===== src/rtl/ctrl_pkg.sv =====
// ctrl_pkg: shared definitions for the control sequencer.
//   - default parameter values
//   - 6-bit state codes (legacy numeric encoding, visible on the state port)
//   - instruction class codes (ir[27:25])
//   - instruction field bundle and wait-state helper
package ctrl_pkg;

  localparam int unsigned STATE_W_DEF     = 7;
  localparam int unsigned IR_W_DEF        = 32;
  localparam int unsigned MOC_TIMEOUT_DEF = 16;

  localparam int unsigned CODE_W = 6;
  typedef logic [CODE_W-1:0] code_t;

  localparam code_t S_RST    = 6'd0;
  localparam code_t S_F1     = 6'd1;
  localparam code_t S_F2     = 6'd2;
  localparam code_t S_FWAIT  = 6'd3;
  localparam code_t S_DECODE = 6'd4;
  localparam code_t S_DPI    = 6'd5;
  localparam code_t S_DPI2   = 6'd6;
  localparam code_t S_DPR    = 6'd7;
  localparam code_t S_BR     = 6'd8;
  localparam code_t S_BL     = 6'd10;
  localparam code_t S_LSADDR = 6'd33;
  localparam code_t S_LDREQ  = 6'd34;
  localparam code_t S_LDWAIT = 6'd35;
  localparam code_t S_LDWB   = 6'd36;
  localparam code_t S_WBBASE = 6'd38;
  localparam code_t S_STREQ  = 6'd41;
  localparam code_t S_STWAIT = 6'd42;
  localparam code_t S_UNDEF  = 6'd61;
  localparam code_t S_ABORT  = 6'd62;
  localparam code_t S_IRQ    = 6'd63;

  localparam logic [2:0] CLS_DPR = 3'b000;
  localparam logic [2:0] CLS_DPI = 3'b001;
  localparam logic [2:0] CLS_LS0 = 3'b010;
  localparam logic [2:0] CLS_LS1 = 3'b011;
  localparam logic [2:0] CLS_BR  = 3'b101;

  // Decoded instruction fields the sequencer cares about.
  typedef struct packed {
    logic [2:0] cls;  // ir[27:25]
    logic       p;    // ir[24] pre-index / branch-with-link
    logic       w;    // ir[21] write-back
    logic       l;    // ir[20] load
  } ir_fields_t;

  function automatic logic is_wait(input code_t c);
    return (c == S_FWAIT) || (c == S_LDWAIT) || (c == S_STWAIT);
  endfunction

endpackage


===== src/rtl/ctrl_next_state.sv =====
// ctrl_next_state: purely combinational next-state function of the sequencer.
//   state : current registered state (STATE_W bits)
//   f     : decoded instruction fields
//   moc   : memory operation complete
//   cond  : condition pass (used in DECODE only)
//   irq   : interrupt request (used in F1 only)
//   tmo   : wait counter has reached its last allowed cycle
//   nxt   : next state
module ctrl_next_state
  import ctrl_pkg::*;
#(
  parameter int unsigned STATE_W = STATE_W_DEF
) (
  input  logic [STATE_W-1:0] state,
  input  ir_fields_t         f,
  input  logic               moc,
  input  logic               cond,
  input  logic               irq,
  input  logic               tmo,
  output logic [STATE_W-1:0] nxt
);

  code_t code;
  logic  in_range;
  logic  wb;
  code_t n;

  always_comb begin
    code     = state[CODE_W-1:0];
    // Any set bit above the 6-bit code is an unlisted state.
    in_range = ((state >> CODE_W) == '0);
    wb       = ~f.p | f.w;
    n        = S_F1;
    case (code)
      S_RST:    n = S_F1;
      S_F1:     n = irq ? S_IRQ : S_F2;
      S_IRQ:    n = S_F1;
      S_F2:     n = S_FWAIT;
      S_FWAIT:  n = moc ? S_DECODE : (tmo ? S_ABORT : S_FWAIT);
      S_DECODE: begin
        if (!cond) begin
          n = S_F1;
        end else begin
          case (f.cls)
            CLS_DPR:          n = S_DPR;
            CLS_DPI:          n = S_DPI;
            CLS_BR:           n = f.p ? S_BL : S_BR;
            CLS_LS0, CLS_LS1: n = S_LSADDR;
            default:          n = S_UNDEF;
          endcase
        end
      end
      S_DPI:    n = S_DPI2;
      S_DPI2:   n = S_F1;
      S_DPR:    n = S_F1;
      S_BR:     n = S_F1;
      S_BL:     n = S_F1;
      S_LSADDR: n = f.l ? S_LDREQ : S_STREQ;
      S_LDREQ:  n = S_LDWAIT;
      S_LDWAIT: n = moc ? S_LDWB : (tmo ? S_ABORT : S_LDWAIT);
      S_LDWB:   n = wb ? S_WBBASE : S_F1;
      S_WBBASE: n = S_F1;
      S_STREQ:  n = S_STWAIT;
      S_STWAIT: n = moc ? (wb ? S_WBBASE : S_F1) : (tmo ? S_ABORT : S_STWAIT);
      S_UNDEF:  n = S_F1;
      S_ABORT:  n = S_F1;
      default:  n = S_F1;
    endcase
    if (!in_range) n = S_F1;
  end

  assign nxt = STATE_W'(n);

endmodule


===== src/rtl/ctrl_sequencer.sv =====
// ctrl_sequencer: instruction control sequencer (Moore FSM).
//   CLK     : clock, all state changes on posedge
//   CLR     : asynchronous active-high reset
//   ir      : current instruction
//   moc     : memory operation complete
//   cond    : condition-code pass
//   irq     : level interrupt request
//   state   : registered state code
//   mfa     : memory function active
//   mem_rw  : 1 = read, 0 = write (meaningful while mfa=1)
//   abort   : high while in ABORT (memory timeout)
//   undef   : high while in UNDEF (undefined class)
//   irq_ack : high while in IRQ
module ctrl_sequencer
  import ctrl_pkg::*;
#(
  parameter int unsigned STATE_W     = STATE_W_DEF,
  parameter int unsigned IR_W        = IR_W_DEF,
  parameter int unsigned MOC_TIMEOUT = MOC_TIMEOUT_DEF
) (
  input  logic               CLK,
  input  logic               CLR,
  input  logic [IR_W-1:0]    ir,
  input  logic               moc,
  input  logic               cond,
  input  logic               irq,
  output logic [STATE_W-1:0] state,
  output logic               mfa,
  output logic               mem_rw,
  output logic               abort,
  output logic               undef,
  output logic               irq_ack
);

  localparam int unsigned CNT_W    = (MOC_TIMEOUT == 0) ? 1 : $clog2(MOC_TIMEOUT + 1);
  localparam int unsigned TMO_LAST = (MOC_TIMEOUT == 0) ? 0 : MOC_TIMEOUT - 1;

  logic [STATE_W-1:0] nxt;
  logic [CNT_W-1:0]   cnt;
  logic               tmo;
  ir_fields_t         f;
  code_t              code;
  logic               in_range;
  logic               unused_ir;

  assign f.cls = ir[27:25];
  assign f.p   = ir[24];
  assign f.w   = ir[21];
  assign f.l   = ir[20];
  assign unused_ir = ^ir;

  assign tmo = (MOC_TIMEOUT != 0) && (cnt == CNT_W'(TMO_LAST));

  ctrl_next_state #(
    .STATE_W (STATE_W)
  ) u_next (
    .state (state),
    .f     (f),
    .moc   (moc),
    .cond  (cond),
    .irq   (irq),
    .tmo   (tmo),
    .nxt   (nxt)
  );

  always_ff @(posedge CLK or posedge CLR) begin
    if (CLR) state <= '0;
    else     state <= nxt;
  end

  // No wait state is ever entered from another wait state, so holding the
  // counter at zero outside wait states is the same as clearing it on entry.
  always_ff @(posedge CLK or posedge CLR) begin
    if (CLR) begin
      cnt <= '0;
    end else if (!(in_range && is_wait(code))) begin
      cnt <= '0;
    end else if (!moc && (cnt != '1)) begin
      cnt <= cnt + 1'b1;
    end
  end

  // Output decode from the registered state only. mem_rw is held low in RST
  // so every single-bit output is 0 while reset is applied.
  always_comb begin
    code     = state[CODE_W-1:0];
    in_range = ((state >> CODE_W) == '0);
    mfa      = 1'b0;
    mem_rw   = 1'b1;
    abort    = 1'b0;
    undef    = 1'b0;
    irq_ack  = 1'b0;
    if (in_range) begin
      case (code)
        S_RST:                      mem_rw = 1'b0;
        S_F2, S_FWAIT:              mfa    = 1'b1;
        S_LDREQ, S_LDWAIT:          mfa    = 1'b1;
        S_STREQ, S_STWAIT: begin
          mfa    = 1'b1;
          mem_rw = 1'b0;
        end
        S_ABORT:                    abort   = 1'b1;
        S_UNDEF:                    undef   = 1'b1;
        S_IRQ:                      irq_ack = 1'b1;
        default: ;
      endcase
    end
  end

endmodule

===== config.mk =====
export PLATFORM = sky130hd
export DESIGN_NAME = ctrl_sequencer
export DESIGN_NICKNAME = d
export VERILOG_FILES = /design/src/rtl/ctrl_pkg.sv /design/src/rtl/ctrl_next_state.sv /design/src/rtl/ctrl_sequencer.sv
export SDC_FILE = /design/constraint.sdc
export NUM_CORES = 1
export LEC_CHECK = 0
export ABC_CLOCK_PERIOD_IN_PS = 3600
export CAP_MARGIN = 0
export CORE_ASPECT_RATIO = 1.25
export CORE_MARGIN = 3
export CORE_UTILIZATION = 45
export DETAILED_ROUTE_END_ITERATION = 16
export PLACE_DENSITY_LB_ADDON = 0.25
export SLEW_MARGIN = 20
export SYNTH_ARGS = -nofsm -noshare
export SYNTH_HDL_FRONTEND = slang
export SYNTH_HIERARCHICAL = 1
export SYNTH_SLANG_ARGS = --single-unit

===== constraint.sdc =====
create_clock -name CLK -period 3.6 [get_ports CLK]
set_input_delay 0.54 -clock CLK [delete_from_list [all_inputs] [get_ports CLK]]
set_output_delay 0.54 -clock CLK [all_outputs]
set_load 0.02 [all_outputs]

==> impl_metrics.yaml, run 1 <==
logic_synthesis:
  synthTopCellsByCount: "dfrtp_1, o21ai_0, nand2b_1, nor2_1"
  ys.flop_type: "dfrtp_1"
  synth_top_cell_by_area: "dfrtp_1"
  synth_top_area_frac: 0.268
  synth_cell_types: 50
  ys_top_cells_by_area: "dfrtp_1, nand2b_1, o21ai_0"
  netlist_area_um2: 1120
  ys_seq_area_frac: 0.268
  async_flop_share: 1.00
  synth_seq_cells: 12
  avgSynthCellArea_um2: 8.37
  synth_warnings: 6
  synth_edf_count: 0
  syn-instance-count: 134
  syn_nets: 174
  yosysMostFrequentCell: "dfrtp_1"
worst_setup_path:
  worstPathArrival_ns: 2.13
  r2r_cells: 4
  cp-start-kind: "flop"
  path_cells: "nand3_1 > nor4b_1 > clkdlybuf4s50_1"
  required_ns: 3.06
  worstSetupPathType: "reg2out"
  endpoint_kind: "output port"
  crit_family: "flip-flops"
  path_buf_inv: 1
  rrSetupSlack_ns: 1.56
  cp_num_cells: 3
  crit_path_top_delay_cell: "dfrtp_1"
  critPathMaxFanout: 21
  max_stage_delay_ns: 0.73
  r2r_start: "state[0]"
  r2r_end: "state[1]"
sta:
  min_period_over_period: 0.742
  clock_skew_ns: 0.00161
  setup_slack_ns: 0.929
  whs_ns: 0.553
  fmax_mhz: 374
  setup_viol: 0
  min_period_ns: 2.67
  slew_violations: 0
  setup_tns_ns: 0
  rsz0062_at_grt: "no"
  slew_headroom: 0.584
  hold_viol_final: 0
  worstMarginPinSlew_ns: 0.624
min_path:
  holdCritStartpoint: "cnt[1]"
  hp-class: "reg2reg"
  min_path_cells: 2
  min_to: "cnt[1]"
layout:
  final_util: 0.596
  instances_no_fill: 183
  final_cell_area_um2: 1360
  syn_to_final_growth_pct: 21.3
  n_antenna_cell: 0
  layout.nets: 194
  drive_above_1_share: 0.0724
  nFillCells: 229
clocking:
  clock_sinks: 12
  cts_tree: "yes"
  holdBufCountCts: 0
  cts_buffers: 3
  clkTransAtPathRegs_ns: 0.07
  cts_buffer_depth: 2
  ctsResizeCount: 0
  htree_levels: 1
  postCtsSetupRepairBufs: 0
  clock-root-buffer: "clkbuf_4"
  clk_latency_ns: 0.27
detailed_routing:
  firstDrtPassIters: 5
  drtAntennaViolNets: 0
  wl_per_cell_um: 15.2
  wl_um: 2790
  drc_errors: 0
  drt_iter0_markers: 21
  num_vias: 1122
  viasPerCell: 6.13
placement:
  place_area_um2: 1340
  dp.cells: 180
  gp_congestion: 0.910
  port_buffers: 22
  dp_slack_ns: 1.23
  place_hpwl_um: 2040
floorplan:
  rows: 19
  core_um2: 2280
  initial_core_util: 0.491
  fp.dieW_um: 50.6
  die_y_um: 61.8
  io_pins: 49
  die_area_um2: 3130
power_and_ir_drop:
  p_total_mw: 0.786
  p_leak_nw: 0.496
  ir_drop_uv: 444
  powerDensity_nw_per_um2: 578
global_route:
  grt_max_degree: 23
  first_global_vias: 1006
  overflow: 0
  grt_pass1_wl_um: 4600
  grt_usage: 0.186
  antenna_found_initial: 0
run_status:
  status: "finished clean"
job:
  cap_violations: 0
-- cell families after synthesis --
| family | synth area share |
|---|---|
| buffers and inverters | 0.0547 |
| DFF | 0.268 |
| AOI/OAI and AO/OA | 0.252 |
| xor gates and xnor gates | 0.0156 |
| and+or+nand+nor | 0.364 |
| muxes | 0.00893 |
| other | 0.00335 |
| adders and majority gates | 0.0335 |
-- worst reg2reg max path: stages, from the launching register on --
cell and delay (ns):
dfrtp_1 0.74, nand2b_1 0.28, or4_1 0.51, nor2b_1 0.17
a41oi_1 0.24
-- cell usage in the layout (no fill, tap or decap), types with 3 or more instances in the layout --
cell type	netlist	layout
a211oi_1	3	3
nand2_1	7	7
o21ai_0	11	11
nand3_1	4	4
dfrtp_1	12	12
nor3b_1	3	3
clkdlybuf4s50_1	0	22
nand2b_1	10	10
nor3_1	5	5
nor2b_1	4	4
nor4_1	3	3
clkbuf_4	0	3
ha_1	3	3
inv_1	5	5
nor2_1	9	9
a21oi_1	7	7
-- flip-flops by register name (all words and copies together), names as in the netlist --
register  flops
cnt           5
state         7
-- metal layers --
metal	vias to the layer above	GRT usage	routed length (um)
met4	0	0.0192	24
li1	545	-	-
met2	43	0.332	1360
met5	-	0	0
met3	6	0.0477	150
met1	528	0.237	1250
-- cell type report --
class	instances	area (um2)	share of cell area
clock buffers	3	22.5	0.0166
repair buffers	22	220	0.162
multi-input cells	110	759	0.558
flip-flops and latches	12	300	0.221
inverters	5	18.8	0.0138
well taps	31	38.8	0.0285
-- where the power goes --
part           internal (mW)  switching (mW)
clock                 0.0387          0.0416
sequential             0.161           0.128
combinational          0.212           0.205
total                  0.412           0.374
-- worst max-delay path by stage --
stage / slack (ns) / to / startpoint
2_1_floorplan: 1.57 / irq_ack / state[3]
3_3_place_gp: 1.28 / irq_ack / state[3]
3_5_place_dp: 1.23 / irq_ack / state[3]
4_1_cts: 0.92 / irq_ack / state[3]
5_1_grt: 0.79 / undef / state[0]
6_report: 0.93 / irq_ack / state[3]
Note: power is estimated with default switching activity, not from simulation.
==> run 2: changes to the inputs <==
Settings changed: ABC_CLOCK_PERIOD_IN_PS 3600 to 2670, CORE_UTILIZATION 45 to 42.
Clock period 3.6 ns to 2.67 ns, I/O delays scaled along.
==> run 2 against run 1 <==
Net effect: clock power increased by 73%; global-route usage shrank 1.8 points; critical path depth did not move; total power up 43%; critical path type unchanged.
==> impl_metrics.yaml, run 2 (synthesized netlist as in run 1, its figures left out) <==
run_status:
  status: "finished clean"
floorplan:
  initial_core_util: 0.453
  io_pins: 49
  rows: 20
  die_y_um: 63.8
  fp.dieW_um: 52.2
  core_um2: 2480
  die_area_um2: 3330
global_route:
  grt_pass1_wl_um: 4470
  grt_usage: 0.168
  antenna_found_initial: 0
  grt_max_degree: 17
  overflow: 0
  first_global_vias: 1025
detailed_routing:
  num_vias: 1134
  viasPerCell: 5.94
  wl_um: 2660
  drc_errors: 0
  firstDrtPassIters: 4
  wl_per_cell_um: 13.9
  drt_iter0_markers: 55
  drtAntennaViolNets: 0
worst_setup_path:
  worstPathArrival_ns: 1.90
  critPathMaxFanout: 14
  worstSetupPathType: "reg2out"
  crit_path_top_delay_cell: "clkdlybuf4s50_1"
  path_cells: "nand2_1 > nor4b_1 > clkdlybuf4s50_1"
  endpoint_kind: "output port"
  cp-start-kind: "flop"
  max_stage_delay_ns: 0.66
  required_ns: 2.27
layout:
  drive_above_1_share: 0.114
  syn_to_final_growth_pct: 26.2
  multi_input_area_um2: 759
  largestRegisters: "state: 7 flops, cnt: 5 flops"
  top_register: "state"
  largest_register_ffs: 7
  n_antenna_cell: 0
  seq_area_um2: 302
  mostFrequentLayoutCells: "clkdlybuf4s50_1, o21ai_0, dfrtp_1"
  final_common_cell: "clkdlybuf4s50_1"
  final_util: 0.571
  instances_no_fill: 191
  nFillCells: 230
  layout.nets: 199
sta:
  fmax_mhz: 434
  slew_violations: 0
  min_period_over_period: 0.862
  setup_tns_ns: 0
  rsz0062_at_grt: "no"
  min_period_ns: 2.30
  hold_viol_final: 0
  setup_slack_ns: 0.368
  setup_viol: 0
  clock_skew_ns: 0.000411
clocking:
  cts_buffers: 3
  clkTransAtPathRegs_ns: 0.07
  htree_levels: 1
  clk_latency_ns: 0.27
  clock_sinks: 12
  clock-root-buffer: "clkbuf_4"
  cts_buffer_depth: 2
  cts_tree: "yes"
placement:
  dp.cells: 187
  dp_slack_ns: 0.497
  port_buffers: 22
  place_hpwl_um: 2070
  gp_congestion: 0.816
min_path:
  hp-class: "in2async"
power_and_ir_drop:
  p_leak_nw: 0.527
  powerDensity_nw_per_um2: 796
  ir_drop_uv: 408
job:
  cap_violations: 0
[run 2: cell count changes in the layout (fill, tap and decap cells not counted)]
cell,previous run,this run
buf_4,0,5
clkbuf_8,0,1
dfrtp_1,12,11
dfrtp_2,0,1
[run 2: final timing paths]
path,end,cells past startpoint,startpoint,slack [ns]
hold / removal,cnt[3],2,CLR,0.43
setup reg to reg,state[5],6,cnt[0],0.71
min in group CLK,cnt[1],2,cnt[1],0.57
setup / recovery,irq_ack,3,state[2],0.37
max in group asynchronous,state[2],2,CLR,1.93
hold reg to reg,cnt[1],2,cnt[1],0.57
[run 2: final cells by class]
type                            count  area share
Multi-Input combinational cell    110       0.537
Clock buffer                        4      0.0256
Inverter                            5      0.0133
Tap cell                           33      0.0292
Sequential cell                    12       0.213
Timing Repair Buffer               27       0.182
[run 2: repair_timing]
item / in CTS / in global routing
gates resized for setup: 0 / 1
endpoints found under the setup margin: 0 / 1
hold buffers: 0 / 0
buffers inserted: 0 / 0
[run 2: report_power, final]
| part | switching (mW) | internal [mW] | leakage [nW] |
|---|---|---|---|
| clock | 0.0565 | 0.0828 | 0.0210 |
| sequential | 0.0802 | 0.221 | 0.158 |
| combinational | 0.367 | 0.320 | 0.349 |
[run 2: per-layer routing]
| metal | routed length (um) | track usage | share of wire | vias to the layer above |
|---|---|---|---|---|
| met2 | 1340 | 0.302 | 0.50 | 46 |
| met3 | 160 | 0.0350 | 0.060 | 4 |
| met1 | 1150 | 0.214 | 0.43 | 527 |
| li1 | - | - | - | 557 |
| met4 | 10 | 0.00958 | 0.0038 | 0 |
| met5 | 0 | 0 | 0 | - |
[run 2: metrics by stage]
| stage | total power [mW] | instance area, um2 | hold WS (ns) |
|---|---|---|---|
| finish | 1.13 | 1420 | 0.428 |
| global route | 1.21 | 1420 | 0.483 |
| CTS | 1.13 | 1410 | 0.443 |
| detailed placement | 0.984 | 1380 | 0.561 |
| global placement | 0.973 | 1380 | 0.541 |
| floorplan | 0.769 | 1120 | 0.265 |
[run 2: worst max-delay path, delay by kind of cell, from the launching register on]
| family | cells | cell delay, ns |
|---|---|---|
| buffers and inverters | 1 | 0.66 |
| DFF | 1 | 0.54 |
| and+or+nand+nor | 2 | 0.44 |
==> run 3: changes to the inputs <==
Settings changed: GPL_ROUTABILITY_DRIVEN set to 0.
==> results of run 3 <==
Same layout as run 2: the final DEF is identical, and so are final timing and power.
